**src/rtl/pc_seq_ctrl_pkg.sv**
```systemverilog
// Shared definitions for the PC-table sequencer: FSM encoding and default table depth.
// The wrap-around build option is selected with the PC_SEQ_LOOP_EN macro in pc_seq_ctrl.
package pc_seq_ctrl_pkg;

  typedef enum logic [1:0] {
    ST_IDLE = 2'd0,
    ST_LOAD = 2'd1,
    ST_RUN  = 2'd2,
    ST_DONE = 2'd3
  } state_t;

  localparam int DEF_MEM_LENGTH = 256;
  localparam int DEF_IDX_W      = $clog2(DEF_MEM_LENGTH);

endpackage

```
**src/rtl/pc_seq_idx.sv**
```systemverilog
// Next-index unit for pc_seq_ctrl: resolves stall > branch > end-of-table > increment
// and flags end-of-table and out-of-range branch targets.
module pc_seq_idx
  import pc_seq_ctrl_pkg::*;
#(
  parameter int IDX_W = DEF_IDX_W
) (
  input  logic [IDX_W-1:0] i_idx,
  input  logic             i_stall,
  input  logic             i_br_valid,
  input  logic [IDX_W-1:0] i_br_index,
  input  logic [IDX_W:0]   i_n_loaded,
  output logic [IDX_W-1:0] o_nxt_idx,
  output logic             o_end,
  output logic             o_rng_err
);

  logic w_br_ok;
  logic w_at_end;

  assign w_br_ok  = ({1'b0, i_br_index} < i_n_loaded);
  assign w_at_end = ({1'b0, i_idx} == (i_n_loaded - (IDX_W+1)'(1)));

  // priority resolution of the next table index
  always_comb begin
    o_nxt_idx = i_idx;
    o_end     = 1'b0;
    o_rng_err = 1'b0;
    if (i_stall) begin
      o_nxt_idx = i_idx;
    end else if (i_br_valid) begin
      if (w_br_ok) begin
        o_nxt_idx = i_br_index;
      end else begin
        o_nxt_idx = '0;
        o_rng_err = 1'b1;
      end
    end else if (w_at_end) begin
      o_nxt_idx = '0;
      o_end     = 1'b1;
    end else begin
      o_nxt_idx = i_idx + IDX_W'(1);
    end
  end

endmodule

```
**src/rtl/pc_seq_ctrl.sv**
```systemverilog
// PC-table load/sequence controller. Define PC_SEQ_LOOP_EN to wrap to index 0 at the
// end of the table instead of stopping in DONE.
module pc_seq_ctrl
  import pc_seq_ctrl_pkg::*;
#(
  parameter int MEM_LENGTH = DEF_MEM_LENGTH,
  parameter int IDX_W      = $clog2(MEM_LENGTH)
) (
  input  logic             clk,
  input  logic             res,
  input  logic             load_valid,
  input  logic [31:0]      load_addr,
  input  logic             load_last,
  output logic             load_ready,
  input  logic             start,
  input  logic             stall,
  input  logic             br_valid,
  input  logic [IDX_W-1:0] br_index,
  output logic             tbl_instr_en,
  output logic [31:0]      tbl_pc_adr,
  output logic             tbl_en,
  output logic [31:0]      tbl_in,
  output logic             issue_valid,
  output logic             busy,
  output logic             done,
  output logic             err
);

  localparam logic [IDX_W:0] L_FULL = (IDX_W+1)'(MEM_LENGTH);

  state_t           r_state,  w_state_nxt;
  logic [IDX_W:0]   r_n_loaded, w_n_nxt;
  logic [IDX_W-1:0] r_idx,    w_idx_nxt;
  logic             r_err,    w_err_nxt;
  logic             r_tbl_instr_en, w_wr_nxt;
  logic [31:0]      r_tbl_pc_adr,   w_pc_nxt;
  logic             r_tbl_en,       w_en_nxt;
  logic [31:0]      r_tbl_in,       w_in_nxt;
  logic             r_issue_valid;
  logic             r_done,         w_done_nxt;
  logic [IDX_W-1:0] w_idx_calc;
  logic             w_end;
  logic             w_rng_err;
  logic             w_full;

  pc_seq_idx #(.IDX_W(IDX_W)) u_idx (
    .i_idx      (r_idx),
    .i_stall    (stall),
    .i_br_valid (br_valid),
    .i_br_index (br_index),
    .i_n_loaded (r_n_loaded),
    .o_nxt_idx  (w_idx_calc),
    .o_end      (w_end),
    .o_rng_err  (w_rng_err)
  );

  assign w_full     = (r_n_loaded == L_FULL);
  // gated by res so the handshake is dead while reset is held
  assign load_ready = res && (r_state != ST_RUN) && !w_full;

  // next-state and next-output decode
  always_comb begin
    w_state_nxt = r_state;
    w_n_nxt     = r_n_loaded;
    w_idx_nxt   = r_idx;
    w_err_nxt   = r_err;
    w_wr_nxt    = 1'b0;
    w_pc_nxt    = r_tbl_pc_adr;
    w_en_nxt    = 1'b0;
    w_in_nxt    = r_tbl_in;
    case (r_state)
      ST_IDLE, ST_LOAD, ST_DONE: begin
        if (load_valid) begin
          if (w_full) begin
            w_err_nxt = 1'b1;
          end else begin
            w_wr_nxt = 1'b1;
            w_pc_nxt = load_addr;
            w_n_nxt  = r_n_loaded + (IDX_W+1)'(1);
            if (load_last || (w_n_nxt == L_FULL)) begin
              w_state_nxt = ST_IDLE;
            end else begin
              w_state_nxt = ST_LOAD;
            end
          end
        end else if (start && (r_state != ST_LOAD)) begin
          if (r_n_loaded != '0) begin
            w_idx_nxt   = '0;
            w_state_nxt = ST_RUN;
          end else begin
            w_err_nxt = 1'b1;
          end
        end else begin
          w_state_nxt = r_state;
        end
      end
      ST_RUN: begin
        w_en_nxt  = !stall;
        w_idx_nxt = w_idx_calc;
        w_err_nxt = r_err | w_rng_err;
        if (!stall) begin
          w_in_nxt = 32'(r_idx);
        end else begin
          w_in_nxt = r_tbl_in;
        end
`ifdef PC_SEQ_LOOP_EN
        w_state_nxt = ST_RUN;
`else
        if (w_end) begin
          w_state_nxt = ST_DONE;
        end else begin
          w_state_nxt = ST_RUN;
        end
`endif
      end
      default: w_state_nxt = ST_IDLE;
    endcase
  end

  // done rises once the final issue has left the table pipeline
  assign w_done_nxt = (w_state_nxt == ST_DONE) && (r_state == ST_DONE) && !r_tbl_en;

  // state and registered table-side outputs
  always_ff @(posedge clk or negedge res) begin
    if (!res) begin
      r_state        <= ST_IDLE;
      r_n_loaded     <= '0;
      r_idx          <= '0;
      r_err          <= 1'b0;
      r_tbl_instr_en <= 1'b0;
      r_tbl_pc_adr   <= 32'd0;
      r_tbl_en       <= 1'b0;
      r_tbl_in       <= 32'd0;
      r_issue_valid  <= 1'b0;
      r_done         <= 1'b0;
    end else begin
      r_state        <= w_state_nxt;
      r_n_loaded     <= w_n_nxt;
      r_idx          <= w_idx_nxt;
      r_err          <= w_err_nxt;
      r_tbl_instr_en <= w_wr_nxt;
      r_tbl_pc_adr   <= w_pc_nxt;
      r_tbl_en       <= w_en_nxt;
      r_tbl_in       <= w_in_nxt;
      r_issue_valid  <= r_tbl_en;
      r_done         <= w_done_nxt;
    end
  end

  assign tbl_instr_en = r_tbl_instr_en;
  assign tbl_pc_adr   = r_tbl_pc_adr;
  assign tbl_en       = r_tbl_en;
  assign tbl_in       = r_tbl_in;
  assign issue_valid  = r_issue_valid;
  assign busy         = (r_state == ST_LOAD) || (r_state == ST_RUN);
  assign done         = r_done;
  assign err          = r_err;

endmodule

```
**config.mk**
```make
export PLATFORM = sky130hd
export DESIGN_NAME = pc_seq_ctrl
export DESIGN_NICKNAME = d
export VERILOG_FILES = /design/src/rtl/pc_seq_ctrl_pkg.sv /design/src/rtl/pc_seq_idx.sv /design/src/rtl/pc_seq_ctrl.sv
export SDC_FILE = /design/constraint.sdc
export NUM_CORES = 1
export LEC_CHECK = 0
export BUFFER_PORTS_ARGS = -buffer_cell sky130_fd_sc_hd__buf_2
export CAP_MARGIN = 20
export CORE_ASPECT_RATIO = 2
export CORE_UTILIZATION = 51
export CTS_CLUSTER_DIAMETER = 40
export DETAILED_ROUTE_END_ITERATION = 12
export PLACE_DENSITY = 0.8
export SLEW_MARGIN = 15
export SYNTH_ARGS = -nofsm -noshare
export SYNTH_HDL_FRONTEND = slang
export SYNTH_SLANG_ARGS = --single-unit
```
**constraint.sdc**
```tcl
create_clock -name clk -period 3.3 [get_ports clk]
set_input_delay 0.66 -clock clk [delete_from_list [all_inputs] [get_ports clk]]
set_output_delay 0.66 -clock clk [all_outputs]
set_load 0.05 [all_outputs]
```
# == Yosys cells after proc, flatten, opt, wreduce, memory -nomap -nowiden ==
# Index checks and enable logic that the tools add are counted.
# totals
inputBits,47
register_bits,64
# op_classes
n_reduce_logical,17
n_mux,30
eq_ne,16
order_cmp,1
n_bitwise,3
addsub,3
# ops
cell,count
8-bit 2-to-1 mux,7
"9-bit == test, second input constant",2
1-bit 2-to-1 mux,16
8-bit one-hot mux with 2 select lines,1
"2-bit != test, second input constant",5
"9-bit by 1-bit adder with 9-bit output, second input constant",1
8-bit by 9-bit == test with 1-bit output,1
8-bit by 9-bit less-than comparator with 1-bit output,1
"3-bit != test, second input constant",3
9-bit nonzero test,1
"9-bit by 1-bit subtractor with 9-bit output, second input constant",1
"8-bit by 1-bit adder with 8-bit output, second input constant",1
2-bit 2-to-1 mux,4
"2-bit == test, second input constant",3
3-bit AND reduction,2
1-bit logical AND,5
2-bit one-hot mux with 2 select lines,1
4-bit AND reduction,1
1-bit logical NOT,3
3-bit OR reduction,1
"2-bit by 1-bit == test with 1-bit output, second input constant",1
2-bit logical NOT,1
1-bit logical OR,2
"2-bit by 1-bit != test with 1-bit output, second input constant",1
other kinds (4),5

# == Depth between registers and ports, before layout ==
# depth
word_depth,10
depth_mapped,11
depth_no_buf,8

# == Cells and area by module ==
# A second synthesis with hierarchy kept.
# unflattened
cells_unflattened,344
area_unflattened_um2,3708.6
# modules_own_cells
mod,cells_per_inst,instances,seq_area_each_um2,area_each_um2
pc_seq_ctrl,227,1,1601.5,2902.8
pc_seq_idx,117,1,0.0,805.8

# == Worst setup path after synthesis ==
# OpenSTA, ideal clock, no wires.
# synth_timing
kind,register -> output
from,reg r_n_loaded[0]
to,out load_ready
stages_incl_launch_ff,7
slack_ns,0.707
arrival_time_ns,1.933
path_cell_list,dfrtp_1 inv_1 ha_1 or3b_2 buf_4 o31a_1 and2_1
# synth_via
elab_chain_cells,3
# synth_lines
item,line,rtl
start: declaration,pc_seq_ctrl.sv:32,"logic [IDX_W:0] r_n_loaded, w_n_nxt;"
start signal: assignment,pc_seq_ctrl.sv:138,r_n_loaded <= w_n_nxt;
9-bit == test,pc_seq_ctrl.sv:57,assign w_full = (r_n_loaded == L_FULL);
1-bit logical NOT,pc_seq_ctrl.sv:59,assign load_ready = res && (r_state != ST_RUN) && !w_full;
1-bit logical AND,pc_seq_ctrl.sv:59,
end: declaration,pc_seq_ctrl.sv:14,"output logic load_ready,"
# Every way passes these cells.

# == Worst setup path in the final report ==
# Ends and elaborated chain as after synthesis.

==> results.sh <==
export IMPL_outcome="complete, no violations"
export IMPL_reg2reg_slack_ns=0.48
export IMPL_cts_root_buf="clkbuf_16"
export IMPL_drt_pre_antenna_iters=6
export IMPL_area_growth_pct=21.0
export IMPL_num_vias=2838
export IMPL_end_kind="primary output"
export IMPL_fmax_mhz=320
export IMPL_critPathKind="reg -> out"
export IMPL_final_cell_mix="buf_2, dfrtp_1, nand2_1"
export IMPL_cp_start_kind="register"
export IMPL_drc_errors=0
export IMPL_reg2reg_from="r_n_loaded[0]"
export IMPL_period_minus_slack_ns=3.12
export IMPL_required_ns=2.64
export IMPL_tns_ns=0
export IMPL_dp_hpwl_mm=6.26
export IMPL_htree_levels=3
export IMPL_crit_cells=6
export IMPL_path_cells="inv_1 > ha_1 > or3b_2 > o31a_1 > and2_1 > buf_2"
export IMPL_grt_usage_pct=24.4
export IMPL_period_share_pct=94.6
export IMPL_hold_viol=0
export IMPL_path_clk_slew_ns=0.05
export IMPL_hold_buffers=0
export IMPL_hold_class="reg -> reg"
export IMPL_portBuffers=93
export IMPL_p_per_area_mw_per_mm2=570
export IMPL_critical_path_top_delay_family="simple AND/OR/NAND/NOR gates"
export IMPL_syn_inst=334
export IMPL_cts_resized=0
export IMPL_cp_slowest_cell="or3b_2"
export IMPL_cts_setup_buffers=0
export IMPL_critPathArrivalTime_ns=2.46
export IMPL_setup_viol=0
export IMPL_yosysUniqueCellTypes=54
export IMPL_fp_dieArea_mm2=0.00754
export IMPL_avgViaCountPerCell=5.46
export IMPL_grt_first_pass_wirelength_mm=13.1
export IMPL_clk_path_buf_depth=2
export IMPL_critical_path_startpoint="r_n_loaded[0]"
export IMPL_drv_cap=0
export IMPL_ys_ff_latch=64
export IMPL_synthSimpleGateAreaFrac_pct=14.3
export IMPL_coreArea_mm2=0.00694
export IMPL_grt_max_degree=65
export IMPL_finalMaxSlewViolations=0
export IMPL_synth_fa_ha_area_share_pct=4.44
export IMPL_netlist_area_mm2=0.00366
export IMPL_routed_wl_mm=8.59
export IMPL_antenna_found_initial=0
export IMPL_slew_limit_headroom_pct=44.2
export IMPL_io_pins=118
export IMPL_leakagePower_uw=0.00226
export IMPL_clock_sinks=64
export IMPL_cp_max_fo=8
export IMPL_avgRoutedWirePerCell_um=16.5
export IMPL_rows=43
export IMPL_detail_route_antenna_nets=0
export IMPL_drive_above_1_share_pct=36.7
export IMPL_start_util_pct=52.7
export IMPL_stdcell_count=520
export IMPL_crit_path_end="load_ready"
export IMPL_path_buf_inv=2
export IMPL_grt_pass1_vias=2782
export IMPL_grt_overflow=0
export IMPL_rsz0062_at_grt="false"
export IMPL_min_delay_path_depth=0
export IMPL_dpl_cell_count=504
export IMPL_cts_tree="done"
export IMPL_finalNetCount=485
export IMPL_die_w_um=61.9
export IMPL_n_antenna_cell=0
export IMPL_final_common_cell="buf_2"
export IMPL_gp_congestion=0.965
export IMPL_drtIter0Drc=147
export IMPL_synth_compound_area_share_pct=10.1
export IMPL_synth_top_family_by_area="simple AND/OR/NAND/NOR gates"
export IMPL_yosysSeqAreaShare_pct=43.8
export IMPL_tightest_slew_ns=0.830
export IMPL_reg2reg_depth=7
export IMPL_fp_dieH_um=122
export IMPL_ys_warn_count=0
export IMPL_irDropWorstVdd_mv=0.328
export IMPL_avgSynthCellArea_um2=11.0
export IMPL_cts_buffers_inserted=9
export IMPL_cp_slowest_stage_delay_ns=0.60
export IMPL_synth_xor_area_share_pct=4.55
export IMPL_r2r_end="tbl_pc_adr[11]"
export IMPL_clock_latency_ns=0.33
export IMPL_finalClockSkew_ns=0.00496
export IMPL_yosys_mux_area_fraction_pct=13.1
-- worst min-delay path by stage --
stage / to / start
2_1_floorplan: done / res
3_3_place_gp: issue_valid / tbl_en
3_5_place_dp: issue_valid / tbl_en
4_1_cts: issue_valid / tbl_en
5_1_grt: issue_valid / tbl_en
6_report: issue_valid / tbl_en
-- layer usage --
metal  global-route usage, %  vias to the layer above  routed length, um
li1                        -                     1307                  -
met1                    25.8                     1364               3210
met2                    41.1                      136               4610
met3                    6.37                       31                453
met4                    14.6                        0                320
met5                       0                        -                  0
-- Yosys cell counts (all sizes together) --
library cell	number	share of area [%]
o221ai	1	0.24
xnor2	14	3.4
a31oi	1	0.17
or3b	1	0.24
nor3	7	0.96
or3	1	0.17
inv	15	1.5
nand3b	2	0.41
a211o	1	0.24
nand4	6	1.0
o211a	2	0.55
o41ai	1	0.24
o22a	1	0.24
nor4	1	0.58
o21ai	5	0.79
a32o	1	0.31
a22oi	2	0.41
and4	1	0.24
a21oi	8	1.1
o21bai	1	0.21
ha	13	4.4
or2	3	0.51
or4	1	0.31
o211ai	4	0.82
nor4b	1	0.41
o31a	2	0.51
o2111ai	2	0.65
nor2	18	1.8
o31ai	4	0.82
a41oi	1	0.24
nand3	12	1.8
mux2	32	13
xor2	5	1.2
and4b	1	0.27
clkbuf	4	0.44
buf	35	7.7
nor2b	1	0.17
nand4b	1	0.24
and2	3	0.51
nand2	42	4.3
dfrtp	64	44
nand2b	2	0.34
a211oi	1	0.21
conb	1	0.10
a221oi	9	2.3
-- kinds of logic after synthesis --
logic type      after synthesis
simple gates                104
flops                        64
buf+inv                      54
compound gates               47
mux                          32
xor+xnor                     19
fa+ha+maj                    13
other cells                   1
-- flip-flops by register name, summed over array words and instances, names as in the netlist --
name	flops
done	1
err	1
issue_valid	1
r_idx	8
r_n_loaded	9
r_state	2
tbl_en	1
tbl_in	8
tbl_instr_en	1
tbl_pc_adr	32
-- metrics by stage --
step | util [%] | hold WS, ns | worst slack (ns) | cell area [um2] | total power [uW]
global placement | 58.6 | 0.388 | 0.583 | 4060 | 1380
detailed placement | 58.6 | 0.393 | 0.514 | 4060 | 1390
CTS | 63.8 | 0.405 | 0.178 | 4430 | 2540
floorplan | - | 0.364 | 0.707 | 3750 | 1280
global route | 63.8 | 0.416 | 0.0894 | 4430 | 2620
finish | 63.8 | 0.404 | 0.179 | 4430 | 2520
-- report_power, final --
group / total, uW / leakage [uW] / switching, uW / internal, uW
Combinational: 452 / 0.00126 / 322 / 130
Sequential: 935 / 0.000823 / 85.8 / 849
Clock: 1140 / 0.000179 / 336 / 800
-- final cells by class --
| cell class | count | area (um2) |
|---|---|---|
| Fill cell | 558 | 2510 |
| Clock buffer | 12 | 267 |
| Multi-Input combinational cell | 239 | 1790 |
| Sequential cell | 64 | 1600 |
| Inverter | 15 | 56.3 |
| Tap cell | 90 | 113 |
| Timing Repair Buffer | 96 | 500 |
| Clock inverter | 4 | 98.8 |
Power figures use the tool's default switching activity.
